===== src/rtl/step_pkg.sv =====
// Shared types and defaults for the push-button step pulse generator.
package step_pkg;

  // Debounce FSM state encoding.
  typedef enum logic [1:0] {
    ST_IDLE       = 2'd0,
    ST_DB_PRESS   = 2'd1,
    ST_PRESSED    = 2'd2,
    ST_DB_RELEASE = 2'd3
  } step_state_e;

  localparam int unsigned DB_CYCLES_DEF     = 16;
  localparam int unsigned PULSE_LEN_DEF     = 2;
  localparam int unsigned CNT_W_DEF         = 8;
  localparam int unsigned REPEAT_DELAY_DEF  = 64;
  localparam int unsigned REPEAT_PERIOD_DEF = 16;

  // Bits needed to hold values 0..max_val (at least one bit).
  function automatic int unsigned cnt_width(input int unsigned max_val);
    return (max_val <= 1) ? 1 : $clog2(max_val + 1);
  endfunction

endpackage


===== src/rtl/step_pulse_stretch.sv =====
// Turns a one-cycle fire strobe into a registered pulse exactly PULSE_LEN
// cycles wide. Fires arriving while the pulse is high are dropped.
module step_pulse_stretch
  import step_pkg::*;
#(
  parameter int unsigned PULSE_LEN = PULSE_LEN_DEF
) (
  input  logic c,
  input  logic r,
  input  logic fire,
  output logic p
);

  localparam int unsigned LW = cnt_width(PULSE_LEN - 1);

  logic          p_q, p_d;
  logic [LW-1:0] len_q, len_d;

  // Next pulse state: load on fire when idle, count down while high.
  always_comb begin
    p_d   = p_q;
    len_d = len_q;
    if (p_q) begin
      if (len_q == '0) begin
        p_d = 1'b0;
      end else begin
        len_d = len_q - LW'(1);
      end
    end else if (fire) begin
      p_d   = 1'b1;
      len_d = LW'(PULSE_LEN - 1);
    end
  end

  // Pulse registers; reset truncates a pulse in flight immediately.
  always_ff @(posedge c or posedge r) begin
    if (r) begin
      p_q   <= 1'b0;
      len_q <= '0;
    end else begin
      p_q   <= p_d;
      len_q <= len_d;
    end
  end

  assign p = p_q;

endmodule


===== src/rtl/step_pulse_gen.sv =====
// Push-button to step-pulse front end: 2-flop synchronizer, debounce FSM and
// pulse stretcher. One accepted press yields one PULSE_LEN-wide pulse on p.
// Optional auto-repeat while held is enabled by defining STEP_AUTOREPEAT_EN.
module step_pulse_gen
  import step_pkg::*;
#(
  parameter int unsigned DB_CYCLES     = DB_CYCLES_DEF,
  parameter int unsigned PULSE_LEN     = PULSE_LEN_DEF,
  parameter int unsigned CNT_W         = CNT_W_DEF,
  parameter int unsigned REPEAT_DELAY  = REPEAT_DELAY_DEF,
  parameter int unsigned REPEAT_PERIOD = REPEAT_PERIOD_DEF
) (
  input  logic c,
  input  logic r,
  input  logic btn,
  output logic p,
  output logic held,
  output logic busy
);

  localparam logic [CNT_W-1:0] DB_LAST = CNT_W'(DB_CYCLES - 1);

  // Elaboration-time parameter sanity checks.
  if (DB_CYCLES < 2) begin : g_chk_db
    $error("step_pulse_gen: DB_CYCLES must be >= 2");
  end
  if (PULSE_LEN < 1) begin : g_chk_pl
    $error("step_pulse_gen: PULSE_LEN must be >= 1");
  end
  if ($clog2(DB_CYCLES) > CNT_W) begin : g_chk_cw_db
    $error("step_pulse_gen: CNT_W too narrow for DB_CYCLES");
  end
  if (REPEAT_PERIOD <= PULSE_LEN) begin : g_chk_rp
    $error("step_pulse_gen: REPEAT_PERIOD must exceed PULSE_LEN");
  end
  if ($clog2(REPEAT_DELAY) > CNT_W) begin : g_chk_cw_rd
    $error("step_pulse_gen: CNT_W too narrow for REPEAT_DELAY");
  end

  logic             s1_q, s2_q;
  step_state_e      state_q;
  logic [CNT_W-1:0] cnt_q;
  logic             held_q, busy_q;
  logic             fire_press_c;
  logic             fire_c;

  // Two-flop synchronizer for the asynchronous button.
  always_ff @(posedge c or posedge r) begin
    if (r) begin
      s1_q <= 1'b0;
      s2_q <= 1'b0;
    end else begin
      s1_q <= btn;
      s2_q <= s1_q;
    end
  end

  // Press accepted: last stable debounce cycle with the button still high.
  always_comb begin
    fire_press_c = (state_q == ST_DB_PRESS) && s2_q && (cnt_q == DB_LAST);
  end

  // Debounce FSM with registered held/busy flags.
  always_ff @(posedge c or posedge r) begin
    if (r) begin
      state_q <= ST_IDLE;
      cnt_q   <= '0;
      held_q  <= 1'b0;
      busy_q  <= 1'b0;
    end else begin
      case (state_q)
        ST_IDLE: begin
          if (s2_q) begin
            state_q <= ST_DB_PRESS;
            cnt_q   <= '0;
            busy_q  <= 1'b1;
          end
        end
        ST_DB_PRESS: begin
          if (!s2_q) begin
            state_q <= ST_IDLE;
            busy_q  <= 1'b0;
          end else if (cnt_q == DB_LAST) begin
            state_q <= ST_PRESSED;
            held_q  <= 1'b1;
          end else begin
            cnt_q <= cnt_q + CNT_W'(1);
          end
        end
        ST_PRESSED: begin
          if (!s2_q) begin
            state_q <= ST_DB_RELEASE;
            cnt_q   <= '0;
          end
        end
        ST_DB_RELEASE: begin
          if (s2_q) begin
            state_q <= ST_PRESSED;
          end else if (cnt_q == DB_LAST) begin
            state_q <= ST_IDLE;
            held_q  <= 1'b0;
            busy_q  <= 1'b0;
          end else begin
            cnt_q <= cnt_q + CNT_W'(1);
          end
        end
        default: begin
          state_q <= ST_IDLE;
          cnt_q   <= '0;
          held_q  <= 1'b0;
          busy_q  <= 1'b0;
        end
      endcase
    end
  end

`ifdef STEP_AUTOREPEAT_EN
  localparam logic [CNT_W-1:0] RD_LAST = CNT_W'(REPEAT_DELAY - 1);
  localparam logic [CNT_W-1:0] RP_LAST = CNT_W'(REPEAT_PERIOD - 1);

  logic [CNT_W-1:0] rep_q, rep_d;
  logic             first_q, first_d;
  logic             fire_rep_c;

  // Repeat timer: initial delay, then fixed period, only while staying PRESSED.
  always_comb begin
    rep_d      = rep_q;
    first_d    = first_q;
    fire_rep_c = 1'b0;
    if ((state_q == ST_PRESSED) && s2_q) begin
      if (rep_q == (first_q ? RD_LAST : RP_LAST)) begin
        fire_rep_c = 1'b1;
        rep_d      = '0;
        first_d    = 1'b0;
      end else begin
        rep_d = rep_q + CNT_W'(1);
      end
    end else begin
      rep_d   = '0;
      first_d = 1'b1;
    end
  end

  // Repeat timer registers.
  always_ff @(posedge c or posedge r) begin
    if (r) begin
      rep_q   <= '0;
      first_q <= 1'b1;
    end else begin
      rep_q   <= rep_d;
      first_q <= first_d;
    end
  end

  assign fire_c = fire_press_c | fire_rep_c;
`else
  assign fire_c = fire_press_c;
`endif

  step_pulse_stretch #(
    .PULSE_LEN(PULSE_LEN)
  ) u_stretch (
    .c   (c),
    .r   (r),
    .fire(fire_c),
    .p   (p)
  );

  assign held = held_q;
  assign busy = busy_q;

endmodule


===== config.mk =====
export PLATFORM = sky130hd
export DESIGN_NAME = step_pulse_gen
export DESIGN_NICKNAME = d
export VERILOG_FILES = /design/src/rtl/step_pkg.sv /design/src/rtl/step_pulse_stretch.sv /design/src/rtl/step_pulse_gen.sv
export SDC_FILE = /design/constraint.sdc
export NUM_CORES = 1
export LEC_CHECK = 0
export BUFFER_PORTS_ARGS = -buffer_cell sky130_fd_sc_hd__buf_2
export CELL_PAD_IN_SITES_DETAIL_PLACEMENT = 1
export CELL_PAD_IN_SITES_GLOBAL_PLACEMENT = 1
export CORE_MARGIN = 2
export CORE_UTILIZATION = 41
export DETAILED_ROUTE_END_ITERATION = 12
export GPL_TIMING_DRIVEN = 0
export PLACE_DENSITY = 0.77
export SETUP_SLACK_MARGIN = 0.05
export SLEW_MARGIN = 10
export SYNTH_ARGS = -nofsm -noshare
export SYNTH_HDL_FRONTEND = slang
export SYNTH_SLANG_ARGS = --single-unit
export TNS_END_PERCENT = 5

===== constraint.sdc =====
create_clock -name c -period 2.2 [get_ports c]
set_input_delay 0.33 -clock c [delete_from_list [all_inputs] [get_ports c]]
set_output_delay 0.33 -clock c [all_outputs]
set_load 0.05 [all_outputs]

==> impl_results.md <==
* Adder-Cell Fraction of Synth Area at 0.01590
* Commonest cells after routing, fill and taps aside: dfrtp_1, nand2_1, buf_2
* H-Tree Depth at 1
* Max cap viols at 0
* Sequential cell area at 400.4 um^2
* ANT cells at 0
* Initial antenna violation count at 0
* Finished Layout Cells at 110
* Post-Syn Nets at 80
* Gate Count Post-Synth at 76
* Die span in y at 47.81 um
* Period minus WS final at 1.750 ns
* Number of flops mapped to enable cells by yosys at 0
* Clk sinks at 16
* Setup bufs post-CTS at 0
* RR Endpoint: cnt_q[5]$_DFFE_PP0P_
* Critical path required time at 2.37 ns
* Distinct cells, synth at 33
* Reg2reg path depth at 6
* Setup Skew at 0.002908 ns
* CTS max path bufs at 2
* Compound-Gate Fraction of Synth Area at 0.2146
* CTS Root Cell: clkbuf_4
* Post-synthesis simple-gate area fraction at 0.2083
* Slew Limit Fails at 0
* Via density at 5.445
* Mean Syn Cell Area at 10.36 um^2
* CTS tree: yes
* Setup violators final at 0
* Post-Route WL at 1656 um
* Status: completed
* Starting Density at 0.4461
* Buffers on Ports at 5
* Final #Nets at 90
* Mux cell area share after synthesis at 0
* Largest net degree at the start of global routing at 17
* Row cnt at 15
* Iteration-0 DRC Markers at 14
* Placed Cells at 106
* Routed Antenna Nets at 0
* Die width at 47.81 um
* Drc violations at 0
* XOR/XNOR Fraction of Synth Area at 0.01113
* Sequential share of the synthesized area at 0.5087
* GPL Wtd Cong at 0.7432
* Inserted Clock Buffers at 3
* Layout cell share with drive strength beyond 1 at 0.2000
* Cell area after synthesis at 787.0 um^2
* Worst reg2reg startpoint: cnt_q[0]$_DFFE_PP0P_
* Gr ovfl total at 0
* Crit end category: register
* Area occupied by multi-input gates at 354.1 um^2
* Tot Pwr at 0.0006173 W
* Setup crit start kind: register
* Routed vias at 599
* Largest area contributor in the netlist: dfrtp_1
* Final Hold Viols at 0
* Synth top area cells: dfrtp_1, nand2_1, nand3_1
* Final period util at 0.7957
* Resized cells post-CTS at 0
* Core ar. at 0.001764 mm^2
* Yosys warns at 0
* Worst-path clk slew at 0.10 ns
* Die Area at 0.002286 mm^2
* RSZ-0062 raised after global routing: no
* Ys async rst share at 1.000
* R2R Setup Slk at 0.45 ns
* Synth Register Bits at 16
* Ports at 6
* Kind of critical path: register to register
* P&R area growth vs syn at 11.76%
* First-pass GRT wire length at 2794 um
* Total track usage at 0.1783
* Wire per inst at 15.05 um
* Max Clk Rate at 571.3 MHz
* Setup TNS at 0 ns
* Power Density at 701.8 mW/mm^2
* Number of global-route vias before repair at 625
* Largest family of logic cells by synthesized area: compound AO/OA/AOI/OAI gates
* Filler Cell Count at 214
* Crit path arrival time at 1.92 ns
* Slew HR at 0.5990
* Most used DFF post-synth: dfrtp_1
* Min-delay worst type: input port to async pin
* HPWL Detailed at 1207 um
* LEAKAGE at 0.3985 nW
* Fin util at 0.4986
* Peak VDD IR at 0.0003490 V
* Share of Yosys cell area claimed by the top area cell type at 0.5087
* Maximum fanout along the worst path at 9
* Commonest non-fill, non-tap cell in the layout: dfrtp_1
* Post-CTS Hold Fix Bufs at 0
* Initial DRT Pass Iterations at 4
* Skew-Pair Late Insertion Delay at 0.28 ns
* Tightest Pin Transition at 0.6008 ns
-- worst max-delay path, cell delays in order, from the launching register on --
cell     delay (ns)
dfrtp_1        0.42
ha_1           0.25
and3_1         0.24
a31o_1         0.23
buf_6          0.14
o21ai_0        0.23
o41ai_2        0.11
-- stage by stage --
stage          setup WS, ns  hold WS, ns  instance area [um^2]
2_1_floorplan        0.5910       0.2437                 787.0
3_3_place_gp         0.5151       0.3354                 843.3
3_5_place_dp         0.4791       0.3387                 843.3
4_1_cts              0.4563       0.1150                 879.6
5_1_grt              0.3623       0.1264                 879.6
6_report             0.4495      0.09535                 879.6
-- state kept, by name, summed over array words and instances (netlist names), named ones only --
register / count
cnt_q: 8
busy: 1
held: 1
s1_q: 1
s2_q: 1
state_q: 1
u_stretch.len_q: 1
u_stretch.p: 1
-- where the power goes --
group	switching (W)	leakage, nW	internal, W
Combinational	0.0000447	0.170	0.0000307
Clock	0.0000953	0.0210	0.000101
Sequential	0.0000294	0.207	0.000317
-- layout make-up --
type,count,area share
clock buffers,4,0.04125
multi-input cells,55,0.4026
repair buffers,5,0.02845
inverters,3,0.01849
plain buffers,2,0.01849
well taps,25,0.03556
flip-flops and latches,16,0.4552
-- worst max-delay path by stage --
stage / startpoint / to / slack, ns / cells past startpoint
after floorplan: cnt_q[0]$_DFFE_PP0P_ / cnt_q[6]$_DFFE_PP0P_ / 0.59 / 6
after global placement: cnt_q[0]$_DFFE_PP0P_ / cnt_q[6]$_DFFE_PP0P_ / 0.52 / 6
after detailed placement: cnt_q[0]$_DFFE_PP0P_ / cnt_q[6]$_DFFE_PP0P_ / 0.48 / 6
after CTS: cnt_q[0]$_DFFE_PP0P_ / cnt_q[5]$_DFFE_PP0P_ / 0.46 / 6
after global routing: cnt_q[0]$_DFFE_PP0P_ / cnt_q[5]$_DFFE_PP0P_ / 0.36 / 7
final: cnt_q[0]$_DFFE_PP0P_ / cnt_q[5]$_DFFE_PP0P_ / 0.45 / 6
-- metal layers --
layer  up-vias  routed length (um)  track usage
met4         0                  12      0.08108
met5         -                   0            0
met3         2                  25      0.02264
met2         3                 802       0.2933
li1        300                   -            -
met1       294                 816       0.2329
-- Yosys cell counts (all sizes together), types with 2 or more instances --
| master | count |
|---|---|
| dfrtp | 16 |
| nand2 | 13 |
| o211ai | 2 |
| inv | 2 |
| o31ai | 2 |
| nor3 | 3 |
| buf | 2 |
| o41ai | 2 |
| o21ai | 4 |
| nor2b | 2 |
| a21o | 2 |
| a21oi | 2 |
| nand3 | 5 |
| nor2 | 3 |
-- cells by family (layout without fill, tap and decap cells) --
kind of cell / Yosys count / in the layout
adders and majority gates: 1 / 1
xor gates and xnor gates: 1 / 1
and+or+nand+nor: 33 / 33
AOI/OAI and AO/OA: 20 / 20
buffers and inverters: 5 / 14
DFF: 16 / 16
(Power assumes the default switching activity.)
